==> src/rtl/mem_port_arbiter.sv <==
// Two-port (fetch / data) arbiter in front of a single-ported memory with MEM_LAT read latency.
// Optional misaligned-address trap enabled by defining MEM_ARB_ALIGN_CHECK_EN.
module mem_port_arbiter #(
  parameter int unsigned DATA_W     = 16,
  parameter int unsigned MEM_LAT    = 1,
  parameter int unsigned STARVE_MAX = 4
) (
  input  logic              clock,
  input  logic              reset,
  input  logic              if_req,
  input  logic [DATA_W-1:0] if_addr,
  output logic              if_gnt,
  output logic              if_rvalid,
  output logic [DATA_W-1:0] if_rdata,
  input  logic              d_req,
  input  logic              d_we,
  input  logic [DATA_W-1:0] d_addr,
  input  logic [DATA_W-1:0] d_wdata,
  output logic              d_gnt,
  output logic              d_rvalid,
  output logic [DATA_W-1:0] d_rdata,
  output logic [DATA_W-1:0] mem_addr,
  output logic [DATA_W-1:0] mem_wdata,
  output logic              mem_we,
  input  logic [DATA_W-1:0] mem_rdata,
  output logic              busy,
  output logic              addr_err
);

  localparam logic [1:0] IDLE   = 2'd0;
  localparam logic [1:0] ACCESS = 2'd1;
  localparam logic [1:0] WAIT   = 2'd2;
  localparam logic [1:0] RESP   = 2'd3;

  localparam logic [2:0] STARVE_LIM = 3'(STARVE_MAX);
  localparam logic [1:0] LAT_LAST   = 2'(MEM_LAT - 1);
  localparam logic       SINGLE_LAT = (MEM_LAT == 1);

  logic [1:0]        state_q, state_d;
  logic [2:0]        starve_q, starve_d;
  logic [1:0]        lat_q, lat_d;
  logic              owner_q;  // 1 = data port owns the current transaction
  logic              we_q;
  logic              err_q;
  logic [DATA_W-1:0] mem_addr_q, mem_wdata_q;
  logic [DATA_W-1:0] if_rdata_q, d_rdata_q;

  logic in_idle, if_wins, grant_if, grant_d, grant_any, grant_misaligned, capture;

  assign in_idle   = (state_q == IDLE);
  assign if_wins   = if_req && (!d_req || (starve_q >= STARVE_LIM));
  assign grant_if  = in_idle && if_wins;
  assign grant_d   = in_idle && d_req && !if_wins;
  assign grant_any = grant_if || grant_d;

`ifdef MEM_ARB_ALIGN_CHECK_EN
  assign grant_misaligned = grant_d ? d_addr[0] : if_addr[0];
`else
  assign grant_misaligned = 1'b0;
`endif

  // Read data is taken at the end of the last memory cycle (A + MEM_LAT - 1).
  assign capture = !we_q && (((state_q == ACCESS) && SINGLE_LAT) ||
                             ((state_q == WAIT) && (lat_q == LAT_LAST)));

  always_comb begin
    state_d = state_q;
    lat_d   = lat_q;
    case (state_q)
      IDLE: begin
        if (grant_any) state_d = grant_misaligned ? RESP : ACCESS;
      end
      ACCESS: begin
        lat_d   = 2'd1;
        state_d = (we_q || SINGLE_LAT) ? RESP : WAIT;
      end
      WAIT: begin
        if (lat_q == LAT_LAST) state_d = RESP;
        else                   lat_d   = lat_q + 2'd1;
      end
      RESP:    state_d = IDLE;
      default: state_d = IDLE;
    endcase
  end

  always_comb begin
    starve_d = starve_q;
    if (in_idle) begin
      if (!if_req || grant_if) begin
        starve_d = '0;
      end else if (grant_d && (starve_q < STARVE_LIM)) begin
        starve_d = starve_q + 3'd1;
      end
    end
  end

  always_ff @(posedge clock or posedge reset) begin
    if (reset) begin
      state_q     <= IDLE;
      starve_q    <= '0;
      lat_q       <= '0;
      owner_q     <= 1'b0;
      we_q        <= 1'b0;
      err_q       <= 1'b0;
      mem_addr_q  <= '0;
      mem_wdata_q <= '0;
      if_rdata_q  <= '0;
      d_rdata_q   <= '0;
    end else begin
      state_q  <= state_d;
      starve_q <= starve_d;
      lat_q    <= lat_d;
      if (grant_any) begin
        owner_q <= grant_d;
        we_q    <= grant_d && d_we;
        err_q   <= grant_misaligned;
        if (!grant_misaligned) begin
          mem_addr_q <= grant_d ? d_addr : if_addr;
          if (grant_d) mem_wdata_q <= d_wdata;
        end else if (grant_d) begin
          d_rdata_q <= '0;
        end else begin
          if_rdata_q <= '0;
        end
      end
      if (capture) begin
        if (owner_q) d_rdata_q  <= mem_rdata;
        else         if_rdata_q <= mem_rdata;
      end
      if ((state_q == ACCESS) && we_q) d_rdata_q <= '0;
    end
  end

  assign if_gnt    = grant_if;
  assign d_gnt     = grant_d;
  assign if_rvalid = (state_q == RESP) && !owner_q;
  assign d_rvalid  = (state_q == RESP) && owner_q;
  assign if_rdata  = if_rdata_q;
  assign d_rdata   = d_rdata_q;
  assign mem_addr  = mem_addr_q;
  assign mem_wdata = mem_wdata_q;
  assign mem_we    = (state_q == ACCESS) && we_q;
  assign busy      = !in_idle;
  assign addr_err  = (state_q == RESP) && err_q;

endmodule

==> config.mk <==
export PLATFORM = sky130hd
export DESIGN_NAME = mem_port_arbiter
export DESIGN_NICKNAME = d
export VERILOG_FILES = /design/src/rtl/mem_port_arbiter.sv
export SDC_FILE = /design/constraint.sdc
export NUM_CORES = 1
export LEC_CHECK = 0
export ABC_AREA = 1
export BUFFER_PORTS_ARGS = -buffer_cell sky130_fd_sc_hd__buf_2
export CORE_ASPECT_RATIO = 2
export CORE_UTILIZATION = 45
export CTS_BUF_LIST = sky130_fd_sc_hd__clkbuf_8
export DETAILED_ROUTE_END_ITERATION = 6
export PLACE_DENSITY = 0.79
export SYNTH_ARGS = -nofsm -noshare
export SYNTH_HDL_FRONTEND = slang
export SYNTH_SLANG_ARGS = --single-unit
==> constraint.sdc <==
create_clock -name clock -period 2 [get_ports clock]
set_input_delay 0.3 -clock clock [delete_from_list [all_inputs] [get_ports clock]]
set_output_delay 0.3 -clock clock [all_outputs]
set_load 0.02 [all_outputs]
==> impl_metrics.csv, run 1 <==
group,metric,value,unit
synthesis,synth_mux_area_share,0,%
finish,n_antenna_cell,0,
timing,whs,0.0610,ns
timing,hold_violations,0,
pwr,p_clk_share,19.0,%
synthesis,synth_fa_ha_area_share,2.65,%
pwr,switching_power,0.00301,W
route,wl_per_cell,13.0,um
timing,clock_skew,0.0130,ns
hold_path,worstHoldPathType,"in2async",
synthesis,syn_avg_cell_area,8.29,sq um
timing,period_needed,1.91,ns
clock_tree,numCtsBuffers,9,
synthesis,synth.top_cell.area_share,55.4,%
die,die_y,123,um
clock_tree,cts_root_buf,"clkbuf_8",
synthesis,yosys.area.top_type,"dfrtp_1",
synthesis,ys_top_cells_by_area,"dfrtp_1 55%, nand2_1 15%, nand3_1 8.3%",
synthesis,synth_top_family_by_area,"simple AND/OR/NAND/NOR gates",
synthesis,synthesis.area,3300,sq um
finish,drive_gt1_share,32.4,%
place,dpl_worst_slack,0.271,ns
clock_tree,path_clk_slew,0.08,ns
pwr,power_density,1610,nW/um^2
critical_path,r2r_start,"state_q[1]",
critical_path,worst-path-buf-inv,3,
timing,setup_viol,0,
global_route,grt_max_degree,74,
die,fp.dieArea,7700,sq um
synthesis,synth_cell_type_count,20,
timing,finalMaxSlewViolations,0,
clock_tree,cts_buffer_depth,2,
pwr,ir_worst_vdd,1.09,mV
critical_path,start_kind,"flop",
route,ant_nets,0,
timing,max_freq,525,MHz
critical_path,end_kind,"primary output",
place,place_congestion,0.755,
pwr,p_leak,2.63,nW
critical_path,worst-setup-path-type,"reg2out",
critical_path,cp.required,1.70,ns
job,drv_cap,0,
die,die_w,62.5,um
clock_tree,clk_latency,0.35,ns
finish,fin_cells,637,
global_route,grt_pass1_wl,13200,um
timing,fin_crit_sh,95.3,%
global_route,grt_pass1_vias,3005,
pwr,pwr-share-seq,35.8,%
global_route,antenna_found_initial,1,
synthesis,syn-instance-count,398,
finish,synthToLayoutAreaGrowth,32.3,%
critical_path,cp_max_fo,9,
clock_tree,hold_buffers,0,
die,start_util,47.2,%
status,status,"complete, no violations",
synthesis,yosys_warnings,0,
die,core_area,6990,sq um
global_route,track_usage,22.2,%
pwr,p_sw_share,42.8,%
critical_path,cp_slowest_cell,"dfrtp_1",
finish,fillers,631,
critical_path,crit_start,"state_q[0]",
clock_tree,numClockSinks,73,
place,dp_hpwl,6030,um
finish,final_net_count,618,
critical_path,cp.arrival,1.61,ns
place,dp_cells,616,
timing,rsz0062_at_grt,"no",
critical_path,worstPathCellList,"buf_4, ha_1, nand2_1, inv_1, buf_2",
synthesis,ys_seq_area_share,55.4,%
place,port_buffers,138,
synthesis,synthSimpleGateAreaFrac,25.0,%
route,vias,3071,
route,vias_per_cell,4.82,
clock_tree,cts_htree_levels,3,
synthesis,synthXorXnorAreaFrac,0.265,%
global_route,grt.overflow.total,0,
synthesis,synth-seq-cells,73,
route,wirelength,8250,um
die,ios,140,
pwr,p_total,0.00704,W
route,drt_iter0_markers,149,
route,dr.pass1.iters,4,
critical_path,critPathTopFamily,"flip-flops",
timing,fin_setup_tns,0,ns
clock_tree,cts_tree,"done",
critical_path,max_stage_delay,0.39,ns
pwr,intPower,0.00403,W
synthesis,syn_nets,474,
route,drc,0,
pwr,combPwrFrac,45.2,%
synthesis,synth_compound_area_share,6.11,%
timing,worst_slack,0.0948,ns
die,num_rows,43,
## synth_stat cells
master / n
nand2_1: 130
dfrtp_1: 73
inv_1: 64
nand3_1: 55
o21ai_0: 39
clkbuf_1: 7
ha_1: 7
buf_2: 4
buf_4: 4
inv_2: 3
nand2_4: 2
nor2_1: 2
buf_6: 1
conb_1: 1
inv_4: 1
nand2_2: 1
nand2_8: 1
nand4_1: 1
o22ai_1: 1
xnor2_1: 1
## repair_timing
item                       4_1_cts  5_1_grt
setup endpoints to repair        1        2
buffers inserted                 0        4
pin swaps                        0        0
gates resized for setup          3        1
cloned                           1        0
hold endpoints to repair         0        0
## area by class of cell
class	count	area (sq um)	share of cell area, %
Inverter	68	264	6.05
Tap cell	90	113	2.58
Multi-Input combinational cell	242	1140	26.2
Sequential cell	73	1830	41.9
Timing Repair Buffer	148	778	17.8
Clock inverter	4	73.8	1.69
Clock buffer	12	165	3.78
## power by group through the flow
stage | clock (W) | combinational [W] | sequential, W
final | 0.00134 | 0.00319 | 0.00252
after floorplan | 0 | 0.00132 | 0.00325
after detailed placement | 0 | 0.00312 | 0.00255
after global routing | 0.00142 | 0.00352 | 0.00260
after CTS | 0.00137 | 0.00315 | 0.00253
after global placement | 0 | 0.00301 | 0.00252
## metrics by stage
step	util (%)	area (sq um)
floorplan	-	3300
global placement	58.3	4080
detailed placement	58.3	4080
CTS	61.9	4330
global route	62.4	4360
finish	62.4	4360
## final timing paths
kind	endpoint	slack, ns	cells after the start
worst max-delay path	mem_we	0.09	5
worst min register to register	lat_q[0]	0.48	2
max in group asynchronous	owner_q	1.65	3
worst min-delay path	mem_addr[5]	0.06	3
worst max register to register	mem_addr[11]	0.37	9
min in group clock	mem_wdata[12]	0.14	3
## worst reg2reg max path, cell delays in order, from the launching register on
cell     delay [ns]
dfrtp_1        0.40
inv_1          0.12
ha_2           0.22
nand2_2        0.08
inv_4          0.08
buf_4          0.13
buf_4          0.21
nand3_1        0.10
nand3_1        0.12
nand2_1        0.07
## routing by layer
metal	part of all wire, %	vias to the layer above	GRT usage [%]
met2	51	144	38.8
met5	0	-	0
met4	3.5	0	13.5
met3	7.1	28	6.09
met1	38	1392	23.7
li1	-	1507	-
## layout by cell type, fill, tap and decap left out
cell type	instances
buf_12	1
buf_2	138
buf_4	9
bufinv_16	2
clkbuf_8	12
clkinv_2	1
clkinv_4	1
clkinvlp_4	1
conb_1	1
dfrtp_1	73
ha_1	6
ha_2	1
inv_1	62
inv_2	3
inv_4	2
nand2_1	129
nand2_2	2
nand2_4	3
nand2_8	1
nand3_1	55
nand4_1	1
nor2_1	2
o21ai_0	39
o22ai_1	1
xnor2_1	1
## cells by family (layout without fill, tap and decap cells)
group,Yosys count,count (layout)
AOI/OAI and AO/OA,40,40
xor gates and xnor gates,1,1
adders and majority gates,7,7
buffers and inverters,84,232
DFF,73,73
other,1,1
and+or+nand+nor,192,193
## registers in the layout, summed over array words and instances (netlist names)
register / cells
starve_q: 3
we_q: 1
if_rdata: 16
owner_q: 1
d_rdata: 16
mem_wdata: 16
state_q: 2
lat_q: 2
mem_addr: 16
Power figures use the tool's default switching activity.
==> inputs of run 2 (changes only) <==
ABC_AREA = 0   (was 1)
CORE_UTILIZATION = 44   (was 45)
==> run 2 against run 1 <==
  * Non-clock buffer count did not move
  * Design area fell by 5.6%
  * Cell count fell by 18%
  * Wire length fell by 11%
  * Synthesized cell count fell by 29%
  * Critical path type unchanged
  * Highest routed layer unchanged
  * Sequential power barely moved
  * Critical path depth rose by 1
  * Clock skew fell by 0.0067 ns
  * Global-route usage fell by 1.8 points
  * Sequential share of layout area rose by 2.5 points
==> impl_metrics.csv, run 2 <==
group,metric,value,unit
die,die_w,61.2,um
route,drt_iter0_markers,113,
timing,rsz0062_at_grt,"no",
place,dpl_worst_slack,-0.0521,ns
finish,final_net_count,504,
timing,worstMarginPinSlew,0.720,ns
synthesis,synthArstFlopShare,100,%
global_route,track_usage,20.4,%
job,drv_cap,0,
clock_tree,cts_root_buf,"clkbuf_8",
die,core_area,6670,sq um
critical_path,max_stage_delay,0.39,ns
critical_path,cp_max_fo,5,
finish,fillers,569,
route,vias,2571,
clock_tree,numClockSinks,73,
timing,whs,0.0119,ns
synthesis,syn_avg_cell_area,10.9,sq um
timing,setup_viol,0,
global_route,grt.overflow.total,0,
critical_path,cp.required,1.70,ns
finish,most-common-layout-cells,"137 x buf_2, 85 x nand2_1, 73 x dfrtp_1",
synthesis,synthesis.area,3080,sq um
global_route,antenna_found_initial,0,
place,dp_hpwl,5480,um
synthesis,yosysMostFrequentCell,"nand2_1",
route,dr.pass1.iters,4,
critical_path,cp.arrival,1.62,ns
finish,n_antenna_cell,0,
critical_path,end_kind,"primary output",
timing,fin_crit_sh,95.9,%
synthesis,yosys.area.top_type,"dfrtp_1",
timing,maxSlewHeadroom,52.0,%
timing,period_needed,1.92,ns
synthesis,yosys_warnings,0,
route,drc,0,
finish,drive_gt1_share,44.0,%
synthesis,ys_top_cells_by_area,"dfrtp_1 59%, nand2_1 10%, mux2_2 6.2%",
critical_path,cp_slowest_cell,"dfrtp_1",
route,vias_per_cell,4.94,
timing,worst_slack,0.0829,ns
global_route,grt_pass1_vias,2476,
clock_tree,cts_htree_levels,3,
place,port_buffers,138,
hold_path,worstHoldPathType,"in2async",
finish,fin_cells,520,
timing,clock_skew,0.00634,ns
synthesis,syn_nets,359,
critical_path,worst-setup-path-type,"reg2out",
clock_tree,hold_buffers,0,
route,ant_nets,0,
synthesis,syn-instance-count,283,
synthesis,synth_edf_count,0,
finish,layout_commonest_cell,"buf_2",
place,dp_cells,503,
timing,hold_violations,0,
die,start_util,46.2,%
finish,synthToLayoutAreaGrowth,33.7,%
die,fp.dieArea,7360,sq um
route,wl_per_cell,14.1,um
synthesis,ys_seq_area_share,59.3,%
place,place_congestion,0.799,
status,status,"complete, no violations",
synthesis,synth_flop_cell,"dfrtp_1",
synthesis,synth-seq-cells,73,
timing,max_freq,522,MHz
die,ios,140,
clock_tree,path_clk_slew,0.07,ns
timing,finalMaxSlewViolations,0,
route,wirelength,7310,um
global_route,grt_pass1_wl,11000,um
synthesis,synth.top_cell.area_share,59.3,%
synthesis,synth_commonest_cells,"85 x nand2_1, 73 x dfrtp_1, 18 x a22o_1, 18 x nor2_1, 17 x mux2_2",
pwr,power_density,1690,nW/um^2
clock_tree,cts_buffer_depth,2,
critical_path,worstPathCellList,"inv_2, ha_2, nand2_1, or2_4, inv_6, buf_4",
pwr,ir_worst_vdd,0.837,mV
die,num_rows,42,
clock_tree,cts_tree,"done",
clock_tree,numCtsBuffers,9,
global_route,grt_max_degree,34,
critical_path,start_kind,"flop",
pwr,p_leak,2.20,nW
die,die_y,120,um
clock_tree,clk_latency,0.34,ns
synthesis,synth_cell_type_count,29,
run 2: cell type report:
class / instances / area (sq um) / area share [%]
Sequential cell: 73 / 1830 / 44.3
Multi-Input combinational cell: 186 / 1130 / 27.5
Timing Repair Buffer: 148 / 793 / 19.3
Clock buffer: 10 / 138 / 3.34
Tap cell: 88 / 110 / 2.67
Clock inverter: 5 / 72.6 / 1.76
Inverter: 10 / 46.3 / 1.12
run 2: power breakdown:
| group | leakage, nW | switching (W) | internal [W] |
|---|---|---|---|
| combinational | 1.20 | 0.00195 | 0.00128 |
| sequential | 0.885 | 0.000369 | 0.00215 |
| clock | 0.115 | 0.000502 | 0.000718 |
| total | 2.20 | 0.00282 | 0.00415 |
run 2: routing by layer:
metal  GRT usage, %  up-vias  part of all wire, %
li1               -     1236                    -
met1           22.4     1211                   40
met2           34.1      108                   50
met3           6.31       16                  6.6
met4           9.94        0                  2.8
met5              0        -                    0
run 2: path summary, 6_finish.rpt:
path / from / cells past startpoint / endpoint / slack (ns)
min in group clock: d_wdata[13] / 3 / mem_wdata[13] / 0.14
max: state_q[0] / 6 / d_gnt / 0.08
max in group asynchronous: reset / 3 / if_rdata[13] / 1.44
min: reset / 2 / mem_addr[1] / 0.01
max reg2reg: state_q[1] / 6 / d_rdata[3] / 0.26
min reg2reg: mem_wdata[13] / 2 / mem_wdata[13] / 0.47
run 2: stage by stage:
| stage | total power [W] | setup TNS (ns) | area [sq um] | util, % |
|---|---|---|---|---|
| after global placement | 0.00561 | 0 | 3880 | 58.2 |
| final | 0.00697 | 0 | 4120 | 61.7 |
| after detailed placement | 0.00575 | -0.670 | 3880 | 58.2 |
| after floorplan | 0.00468 | 0 | 3090 | - |
| after global routing | 0.00744 | 0 | 4120 | 61.7 |
| after CTS | 0.00703 | 0 | 4110 | 61.5 |
run 2: critical path, delay by kind of cell (launching register included):
family                     cells  cell delay, ns
buffers and inverters          3            0.31
and+or+nand+nor                2            0.37
adders and majority gates      1            0.20
DFF                            1            0.39
run 2: cells by family (layout without fill, tap and decap cells):
group / after synthesis / count (layout) / share of synthesized area (%)
buf+inv: 24 / 173 / 4.30
mux: 20 / 20 / 7.23
simple gates: 115 / 115 / 15.6
compound gates: 43 / 43 / 10.7
flops: 73 / 73 / 59.3
fa+ha+maj: 7 / 7 / 2.84
other cells: 1 / 1 / 0.122
run 2: what timing repair did:
action,in CTS,in global routing
pin swaps,0,1
buffers inserted,0,2
setup endpoints to repair,17,1
gates cloned,0,0
resized for setup,6,0
==> inputs of run 3 (changes only) <==
GPL_TIMING_DRIVEN = 0   (was not set)
==> run 3 against run 2 <==
  * Register-to-register slack lost 0.16 ns
  * Wire length grew 3.2%
  * Clock power grew 11%
  * Sequential power is essentially flat
  * Cell count grew 2.1%
  * Power grew 3.0%
  * Hold slack gained 0.059 ns
  * Non-clock buffer count grew 10
  * Via count grew 2.5%
==> impl_metrics.csv, run 3 (synthesis results as in run 2) <==
group,metric,value,unit
status,status,"complete, no violations",
finish,most-common-layout-cells,"142 x buf_2, 85 x nand2_1, 73 x dfrtp_1",
critical_path,cp.arrival,1.61,ns
finish,drive_gt1_share,44.9,%
clock_tree,cts_root_buf,"clkbuf_8",
global_route,grt_pass1_wl,11600,um
place,dpl_worst_slack,-0.0290,ns
place,place_congestion,0.813,
global_route,grt_busiest_layer,"met2",
pwr,p_total,0.00719,W
global_route,grtUsageMet2,36.7,%
route,vias,2634,
global_route,grt_max_degree,41,
timing,maxSlewHeadroom,50.7,%
timing,worst_slack,0.0867,ns
critical_path,r2r_slack,0.10,ns
clock_tree,numClockSinks,73,
finish,layout_commonest_cell,"buf_2",
timing,fin_crit_sh,95.7,%
die,core_area,6670,sq um
die,start_util,46.2,%
global_route,grt_pass1_vias,2664,
global_route,grt.met1_usage,22.7,%
critical_path,cp.required,1.70,ns
critical_path,r2r_start,"state_q[1]",
clock_tree,cts_buffer_depth,2,
place,dp_hpwl,5750,um
route,vias_per_cell,4.96,
pwr,power_density,1710,nW/um^2
die,die_y,120,um
place,port_buffers,138,
clock_tree,hold_buffers,0,
timing,whs,0.0704,ns
clock_tree,cts_tree,"done",
global_route,met3_usage,5.67,%
clock_tree,clk_latency,0.34,ns
clock_tree,numCtsBuffers,9,
global_route,antenna_found_initial,0,
global_route,grt.overflow.total,0,
critical_path,r2r_end,"state_q[1]",
timing,setup_viol,0,
finish,final_net_count,514,
timing,period_needed,1.91,ns
route,wirelength,7550,um
timing,clock_skew,0.00925,ns
route,drt_iter0_markers,94,
finish,final_util,63.0,%
finish,synthToLayoutAreaGrowth,36.4,%
timing,rsz0062_at_grt,"yes",
critical_path,end_kind,"primary output",
critical_path,start_kind,"flop",
clock_tree,path_clk_slew,0.07,ns
pwr,p_leak,2.25,nW
die,ios,140,
route,wl_per_cell,14.2,um
route,drc,0,
global_route,track_usage,21.5,%
timing,max_freq,523,MHz
finish,final_cell_area,4200,sq um
critical_path,rr_worst_depth,7,
route,dr.pass1.iters,4,
place,post_dp_cell_area,3910,sq um
die,fp.dieArea,7360,sq um
critical_path,worst-setup-path-type,"reg2out",
pwr,ir_worst_vdd,0.687,mV
job,drv_cap,0,
timing,worstMarginPinSlew,0.738,ns
critical_path,cp_max_fo,4,
clock_tree,cts_htree_levels,3,
die,die_w,61.2,um
timing,hold_violations,0,
finish,n_antenna_cell,0,
timing,finalMaxSlewViolations,0,
die,num_rows,42,
route,ant_nets,0,
hold_path,worstHoldPathType,"in2async",
[run 3: timing repair]
item                       CTS  global route
setup endpoints to repair    1            22
pin swaps                    0             2
gates resized for setup      6             3
buffers inserted             3             3
[run 3: routing by layer]
layer	part of all wire (%)	up-vias
met2	52	127
met5	0	-
met1	38	1236
met4	3.6	0
li1	-	1252
met3	6.9	19
[run 3: layout make-up]
class | count | area [sq um]
fillers | 579 | 2470
flip-flops and latches | 73 | 1830
multi-input cells | 186 | 1130
repair buffers | 145 | 758
clock buffers | 9 | 124
clock inverters | 7 | 111
well taps | 88 | 110
plain buffers | 13 | 90.1
inverters | 10 | 48.8
[run 3: through the flow]
step	TNS, ns	cells
floorplan	0	283
global placement	0	509
detailed placement	-0.0290	510
CTS	0	528
global route	-0.0542	531
finish	0	531
[run 3: critical path: stages (launching register included)]
cell and delay [ns]:
dfrtp_1 0.42, inv_2 0.09, ha_4 0.14, nand2_1 0.07, or2_1 0.23, buf_6 0.14, inv_8 0.05, buf_4 0.13
[run 3: how the worst max path moves through the flow]
stage	from	end	depth (start not counted)
6_report	state_q[1]	d_gnt	7
5_1_grt	state_q[0]	state_q[1]	7
4_1_cts	state_q[1]	d_gnt	7
3_5_place_dp	state_q[0]	d_gnt	8
3_3_place_gp	state_q[0]	d_gnt	8
2_1_floorplan	state_q[0]	d_gnt	7
[run 3: power breakdown]
group	internal, W	leakage, nW	switching (W)
clock network	0.000820	0.126	0.000526
registers	0.00215	0.885	0.000368
logic	0.00133	1.24	0.00199
